### src/rtl/io_bridge.sv
// Peripheral-side I/O responder: one-word input buffers read by the core, output registers drained by consumers.
// Optional data-arrival interrupt is built only when the IO_ITR_EN macro is defined.
module io_bridge #(
    parameter int NUBITS = 32,
    parameter int NUIOIN = 8,
    parameter int NUIOOU = 8,
    localparam int AIW = $clog2(NUIOIN),
    localparam int AOW = $clog2(NUIOOU)
) (
    input  logic                     clk,
    input  logic                     rst,
    input  logic                     req_in,
    input  logic [AIW-1:0]           addr_in,
    output logic [NUBITS-1:0]        io_in,
    input  logic                     out_en,
    input  logic [AOW-1:0]           addr_out,
    input  logic [NUBITS-1:0]        data_out,
    input  logic [NUIOIN*NUBITS-1:0] ext_in_data,
    input  logic [NUIOIN-1:0]        ext_in_valid,
    output logic [NUIOIN-1:0]        ext_in_ready,
    output logic [NUIOOU*NUBITS-1:0] ext_out_data,
    output logic [NUIOOU-1:0]        ext_out_valid,
    input  logic [NUIOOU-1:0]        ext_out_ready,
    output logic [NUIOIN-1:0]        underflow,
    output logic [NUIOOU-1:0]        overrun,
    input  logic                     clr_err,
    output logic                     itr
);

    // Handshake: a word moves on any cycle where valid and ready are both high at posedge clk;
    // valid must not depend on ready, and data is held stable while valid is high and not taken.

    logic [NUIOIN-1:0][NUBITS-1:0] hold_q, hold_d;
    logic [NUIOIN-1:0]             full_q, full_d;
    logic [NUIOIN-1:0]             underflow_q, underflow_d;
    logic [NUIOOU-1:0][NUBITS-1:0] out_reg_q, out_reg_d;
    logic [NUIOOU-1:0]             pend_q, pend_d;
    logic [NUIOOU-1:0]             overrun_q, overrun_d;

    logic [NUIOIN-1:0] in_sel, rd_hit, in_acc;
    logic [NUIOOU-1:0] out_sel, wr_hit, drain;

    always_comb begin
        in_sel = '0;
        for (int i = 0; i < NUIOIN; i++) begin
            in_sel[i] = (addr_in == AIW'(i));
        end
        out_sel = '0;
        for (int j = 0; j < NUIOOU; j++) begin
            out_sel[j] = (addr_out == AOW'(j));
        end
    end

    // An out-of-range address selects no channel, so io_in reads as zero.
    always_comb begin
        io_in = '0;
        for (int i = 0; i < NUIOIN; i++) begin
            if (in_sel[i]) begin
                io_in = hold_q[i];
            end
        end
    end

    always_comb begin
        rd_hit      = {NUIOIN{req_in}} & in_sel;
        in_acc      = ext_in_valid & ~full_q;
        full_d      = (full_q & ~rd_hit) | in_acc;
        underflow_d = (underflow_q & {NUIOIN{~clr_err}}) | (rd_hit & ~full_q);
        hold_d      = hold_q;
        for (int i = 0; i < NUIOIN; i++) begin
            if (in_acc[i]) begin
                hold_d[i] = ext_in_data[i*NUBITS +: NUBITS];
            end
        end
    end

    // Write and drain in the same cycle: the consumer takes the old word and pend stays set.
    always_comb begin
        wr_hit    = {NUIOOU{out_en}} & out_sel;
        drain     = pend_q & ext_out_ready;
        pend_d    = wr_hit | (pend_q & ~drain);
        overrun_d = (overrun_q & {NUIOOU{~clr_err}}) | (wr_hit & pend_q & ~drain);
        out_reg_d = out_reg_q;
        for (int j = 0; j < NUIOOU; j++) begin
            if (wr_hit[j]) begin
                out_reg_d[j] = data_out;
            end
        end
    end

    always_ff @(posedge clk or posedge rst) begin
        if (rst) begin
            hold_q      <= '0;
            full_q      <= '0;
            underflow_q <= '0;
            out_reg_q   <= '0;
            pend_q      <= '0;
            overrun_q   <= '0;
        end else begin
            hold_q      <= hold_d;
            full_q      <= full_d;
            underflow_q <= underflow_d;
            out_reg_q   <= out_reg_d;
            pend_q      <= pend_d;
            overrun_q   <= overrun_d;
        end
    end

`ifdef IO_ITR_EN
    logic itr_q, itr_d;

    // One pulse, aligned with the first cycle full is high, however many channels filled.
    always_comb begin
        itr_d = |(full_d & ~full_q);
    end

    always_ff @(posedge clk or posedge rst) begin
        if (rst) begin
            itr_q <= 1'b0;
        end else begin
            itr_q <= itr_d;
        end
    end

    assign itr = itr_q;
`else
    assign itr = 1'b0;
`endif

    assign ext_in_ready  = ~full_q;
    assign ext_out_data  = out_reg_q;
    assign ext_out_valid = pend_q;
    assign underflow     = underflow_q;
    assign overrun       = overrun_q;

endmodule
### config.mk
export PLATFORM = sky130hd
export DESIGN_NAME = io_bridge
export DESIGN_NICKNAME = d
export VERILOG_FILES = /design/src/rtl/io_bridge.sv
export SDC_FILE = /design/constraint.sdc
export NUM_CORES = 1
export LEC_CHECK = 0
export ABC_AREA = 1
export CORE_AREA = 2 2 244 246
export CTS_CLUSTER_SIZE = 14
export DETAILED_ROUTE_END_ITERATION = 8
export DIE_AREA = 0 0 246 248
export PLACE_DENSITY = 0.64
export SLEW_MARGIN = 0
export SYNTH_ARGS = -nofsm -noshare
export SYNTH_HDL_FRONTEND = slang
export SYNTH_SLANG_ARGS = --single-unit
### constraint.sdc
create_clock -name clk -period 19.4 [get_ports clk]
set_input_delay 1.94 -clock clk [delete_from_list [all_inputs] [get_ports clk]]
set_output_delay 1.94 -clock clk [all_outputs]
set_load 0.005 [all_outputs]
==> summary.txt, run 1 <==
Run status
  • Status: completed

Pwr
  • Sequential Power Share: 0.446
  • Internal: between 2 and 3 mW
  • Proportion of power drawn by combinational gates: 0.272
  • Max VDD drop: roughly 0.000065 V
  • Design Power: 3.91 mW
  • LEAKAGE: approximately 13 nW
  • Power Density: between 100 and 150 nW/um^2
  • Net Sw Power: between 1 and 1.5 mW
  • Clock Power Share: 0.282
  • Sw frac: 0.291

Yosys
  • Yosys Warn Count: 0
  • Sequential share of the synthesized area: 0.621
  • Seq cells post-synth: roughly 540
  • Average size of a mapped cell: between 10 and 15 sq um
  • Post-Syn Area: between 20,000 and 25,000 sq um
  • Distinct cells, synth: 25
  • Syn nets: around 2,300
  • Cells after Synth: between 2,000 and 2,500

Floorplan
  • Die area: about 61,000 sq um
  • Core area: slightly below 60,000 sq um
  • Initial Utilization: 0.375
  • Row count: 89
  • Die H: ~250 um
  • Die width: 246 um
  • Ports: around 640

Clocking
  • Worst-path clk slew: around 0.060 ns
  • H-tree depth reported by CTS: 2
  • Setup Fix Bufs, Post-CTS: 0
  • TritonCTS Buffers: 57
  • Clock Tree Buf Depth: 3
  • CTS Sinks: 544
  • Root buffer cell: clkbuf_16
  • Clk_lat worst skew: 0.60 ns
  • Hold Buf Count CTS: 0
  • PostCTS Resize Cnt: 0
  • CTS tree: done

Hold path
  • HP Class: register to register

Detailed routing
  • Post-DRT Antenna Nets: 0
  • Via density: around 5.2
  • Routed Wire Length: around 77 mm
  • Initial DRC count: 1,280
  • WL/cell: around 23 um
  • DRC: 0
  • TritonRoute pass-1 iters: 5
  • Vias: between 15,000 and 20,000

Worst setup path
  • Critical path type: primary input to output pin
  • CP max-delay cell: buf_4
  • Critical path capture point type: output pin
  • Critical Path, Cell by Cell: buf_2 -> buf_4 -> nor2_4 -> nand2_1 -> buf_4 -> nor2_1 -> nor2_1 -> nand4_1 -> clkdlybuf4s50_1
  • Crit path arrival time: 4.99 ns
  • Startpoint Class: primary input
  • Crit Path Max Fanout: between 60 and 70
  • Delay of the slowest critical-path stage: around 0.61 ns
  • WP data required: about 17 ns

STA
  • Setup_tns: 0 ns
  • Slew HR: 0.240
  • Period minus WS final: 6.93 ns
  • RSZ-0062 raised after global routing: false
  • Final Hold Vio Count: 0
  • Setup WS post-layout: ~12 ns
  • Period utilization: 0.357
  • Final setup viols: 0
  • Final Skew: roughly 0.0060 ns
  • Slew Limit Fails: 0
  • Slew @ Worst Pin: roughly 1.1 ns
  • Peak Freq: around 0.14 GHz

Layout
  • Fillers: 5,124
  • Syn-to-layout area delta: 40.1%
  • Nets: roughly 3,000
  • Final Instance Area: a little over 30,000 sq um
  • Share of cells above drive strength 1: 0.139
  • Most frequent cells in the layout: clkdlybuf4s50_1, dfrtp_1, nand2_1, o21ai_0, mux2_2
  • Most common cell after layout, fill and taps aside: clkdlybuf4s50_1

Place
  • IO Port Bufs: ~630
  • Post-DP Area: about 29,000 sq um
  • Routability Congestion: a little over 0.9
  • DPL Wire Length: between 50 and 60 mm
  • Setup WS pre-CTS: 12.58 ns

GRT
  • Global route overflow: 0
  • Vias in the first global route: roughly 18,000
  • GRT Overall Usage: 0.249
  • First-pass GRT wire length: 114 mm
  • Largest net degree at the start of global routing: 131
  • Initial antenna violation count: 20

Job
  • Max Cap Violations: 0
-- cell type report --
type,instances,area (sq um),share of cell area
antenna,6,15.0,0.000489
sequential,544,13600,0.443
timing repair buffer,663,6550,0.213
tap,773,967,0.0315
inverter,106,413,0.0134
multi-input combinational,1228,7250,0.236
clock buffer,81,1670,0.0544
clock inverter,21,219,0.00713
-- synthesized netlist by cell type --
library cell    n  area [sq um]
inv_4           2          12.5
nor2_2          3          18.8
o32ai_1         7          61.3
nand2_1       388          1460
buf_6           2          22.5
inv_1         101           379
buf_1           6          22.5
clkbuf_1       33           124
dfrtp_1       544         13600
nor3_4          3          48.8
a21oi_1        32           160
buf_2          88           440
o22ai_1         8          50.1
conb_1          1          3.75
nor2_4          1          11.3
buf_4           4          30.0
nand4_1       163          1020
clkbuf_2        5          25.0
mux2_2        224          2520
nor3_2          1          10.0
nand3_1        34           170
nor2_1         98           368
o21ai_0       250          1250
inv_2           3          11.3
o21ai_1        15          75.1
-- worst paths after layout --
kind | start | to | slack, ns | cells past startpoint
max in group asynchronous | rst | ext_out_data[160] | 14.30 | 5
min in group asynchronous | rst | ext_out_valid[7] | 1.91 | 2
hold / removal | ext_out_data[246] | ext_out_data[246] | 0.48 | 2
setup reg to reg | full_q[7] | hold_q[227] | 17.82 | 4
hold reg to reg | ext_out_data[246] | ext_out_data[246] | 0.48 | 2
setup / recovery | addr_in[0] | io_in[11] | 12.47 | 9
-- power groups by stage --
stage	clock, mW	sequential [mW]	combinational, mW
floorplan	0	1.69	0.539
global placement	0	1.75	1.05
detailed placement	0	1.76	1.07
CTS	1.13	1.74	1.08
global route	1.17	1.78	1.16
finish	1.10	1.74	1.06
-- routing by layer --
layer | track usage | vias up | routed length, um
li1 | - | 8022 | -
met1 | 0.294 | 8850 | 29000
met2 | 0.418 | 798 | 37200
met3 | 0.0806 | 167 | 7670
met4 | 0.102 | 30 | 3330
met5 | 0 | - | 195
-- sequential cells by signal, summed over array words and instances, names as in the netlist --
signal and cells:
full_q 8, overrun 8, underflow 8, ext_out_valid 8
ext_out_data 256, hold_q 256
-- critical path, delay by kind of cell --
family | cells | cell delay [ns]
buffers and inverters | 4 | 1.58
AND/OR/NAND/NOR | 5 | 1.35
-- stage by stage --
step / hold slack, ns / instances / utilization
global placement: 0.466 / 3314 / 0.493
CTS: 0.487 / 3416 / 0.525
finish: 0.482 / 3422 / 0.525
detailed placement: 0.472 / 3314 / 0.493
global route: 0.503 / 3418 / 0.525
floorplan: 0.457 / 2016 / -
-- cells by family (layout without fill, tap and decap cells) --
| group | count (synthesis) | in the layout | synth area share |
|---|---|---|---|
| simple gates | 691 | 691 | 0.142 |
| flops | 544 | 544 | 0.621 |
| compound gates | 312 | 312 | 0.0729 |
| buf+inv | 244 | 871 | 0.0487 |
| mux | 224 | 224 | 0.115 |
| other cells | 1 | 7 | 0.000171 |
No activity file was read; power rests on OpenSTA's default activity.
==> run 2, diff against run 1 <==
==> constraint.sdc (replaced) <==
create_clock -name clk -period 7.01 [get_ports clk]
set_input_delay 0.701 -clock clk [delete_from_list [all_inputs] [get_ports clk]]
set_output_delay 0.701 -clock clk [all_outputs]
set_load 0.005 [all_outputs]
==> run 2 against run 1 <==
  * Clock-buffer cell count decreased by 1
  * Wire length increased by 1.5%
  * Die area unchanged
  * Clock power increased to 2.8 times the previous value
  * Global-route usage increased by 0.39 points
  * Register-to-register slack got worse by 13 ns
  * Sequential power increased to 2.8 times the previous value
  * Core utilization about the same
  * Critical path type unchanged
==> summary.txt, run 2 (synthesis gave the netlist of run 1 again) <==
Floorplan
  • Die width: 246 um
  • Core area: just under 60,000 sq um
  • Initial Utilization: 0.375
  • Row count: 89
  • Ports: between 600 and 700
  • Die H: approximately 250 um
  • Die area: approximately 61,000 sq um

Layout
  • Share of cells above drive strength 1: 0.140
  • Fillers: 5,196
  • Most frequent cells in the layout: clkdlybuf4s50_1, dfrtp_1, nand2_1, o21ai_0, mux2_2
  • Most common cell after layout, fill and taps aside: clkdlybuf4s50_1
  • Final core utilization: 0.525
  • Syn-to-layout area delta: 40.2%
  • Layout Cells excl Fill: between 3,000 and 4,000
  • Final Instance Area: around 30,000 sq um
  • Nets: approximately 2,900

Worst setup path
  • WP data required: about 6.3 ns
  • Critical path type: primary input to output pin
  • Startpoint Class: primary input
  • Crit path arrival time: 3.68 ns
  • Critical path capture point type: output pin
  • Crit Path Max Fanout: a little under 70

Detailed routing
  • Vias: roughly 18,000
  • Post-DRT Antenna Nets: 0
  • Via density: ~5.2
  • TritonRoute pass-1 iters: 7
  • DRC: 0
  • WL/cell: about 23 um
  • Initial DRC count: between 1,000 and 1,500
  • Routed Wire Length: between 70 and 80 mm

Hold path
  • HP Class: register to register

Clocking
  • CTS tree: done
  • Setup Fix Bufs, Post-CTS: 0
  • Clock Tree Buf Depth: 3
  • CTS Sinks: about 540
  • Worst-path clk slew: approximately 0.060 ns
  • H-tree depth reported by CTS: 2
  • Clk_lat worst skew: between 0.6 and 0.7 ns
  • TritonCTS Buffers: between 50 and 60
  • Root buffer cell: clkbuf_16
  • Hold Buf Count CTS: 0
  • PostCTS Resize Cnt: 0

STA
  • Period minus WS final: between 4 and 5 ns
  • RSZ-0062 raised after global routing: false
  • Setup_tns: 0 ns
  • Period utilization: 0.625
  • Slew HR: 0.221
  • Final setup viols: 0
  • Final Hold Vio Count: 0
  • Peak Freq: roughly 0.23 GHz
  • Slew @ Worst Pin: ~1.2 ns
  • Final Skew: slightly below 0.02 ns
  • Slew Limit Fails: 0

Pwr
  • Proportion of power drawn by combinational gates: 0.272
  • Power Density: 354 nW/um^2
  • Internal: approximately 7.6 mW
  • Max VDD drop: between 0.0003 and 0.0004 V
  • Sequential Power Share: 0.448
  • Clock Power Share: 0.281
  • Net Sw Power: about 3.2 mW
  • Design Power: roughly 11 mW
  • Sw frac: 0.297
  • LEAKAGE: 13.4 nW

GRT
  • GRT Overall Usage: 0.253
  • Global route overflow: 0
  • Initial antenna violation count: 27
  • Vias in the first global route: roughly 18,000
  • Largest net degree at the start of global routing: 170
  • First-pass GRT wire length: 115 mm

Job
  • Max Cap Violations: 0

Place
  • IO Port Bufs: ~630
  • DPL Wire Length: between 50 and 60 mm
  • Placed cell count: approximately 3,300
  • Routability Congestion: about 0.91
  • Post-DP Area: approximately 29,000 sq um

Run status
  • Status: completed
-- run 2: stage by stage --
stage | setup slack [ns] | hold WS, ns
4_1_cts | 2.64 | 0.486
2_1_floorplan | -1.09 | 0.457
3_5_place_dp | 2.67 | 0.472
6_report | 2.63 | 0.482
5_1_grt | 2.41 | 0.501
3_3_place_gp | 2.69 | 0.465
-- run 2: cell type report --
class,count,area (sq um),area share
inverter,106,409,0.0133
tap,773,967,0.0315
clock buffer,80,1690,0.0549
multi-input combinational,1228,7250,0.236
antenna,4,10.0,0.000326
timing repair buffer,661,6580,0.214
sequential,544,13600,0.443
clock inverter,23,204,0.00664
-- run 2: power by group through the flow --
stage                     clock network (mW)  logic, mW  registers [mW]
final                                   3.05       2.95            4.86
after global placement                     0       2.93            4.88
after floorplan                            0       1.49            4.68
after detailed placement                   0       2.98            4.90
after CTS                               3.11       3.00            4.86
after global routing                    3.24       3.21            4.96
-- run 2: metal layers --
layer / share of wire / track usage / wire, um
met5: 0.0036 / 0 / 285
met4: 0.040 / 0.0970 / 3110
met3: 0.096 / 0.0856 / 7530
met2: 0.50 / 0.436 / 39100
met1: 0.36 / 0.289 / 28600
-- run 2: critical path, stage by stage --
cell             delay [ns]
buf_2                  0.09
buf_4                  0.62
inv_4                  0.35
nor3_4                 0.51
buf_4                  0.44
nand2_1                0.09
nand4_1                0.25
clkdlybuf4s50_1        0.59
-- run 2: final timing paths --
path                                   startpoint                end  slack [ns]  cells after the start
worst max-delay path                   addr_in[0]          io_in[12]        2.63                      8
worst min-delay path            ext_out_data[187]  ext_out_data[187]        0.48                      2
worst max register to register          full_q[6]        hold_q[213]        5.21                      4
worst min register to register  ext_out_data[187]  ext_out_data[187]        0.48                      2
max in group asynchronous                     rst   ext_out_data[14]        4.68                      3
min in group asynchronous                     rst          full_q[0]        0.69                      2
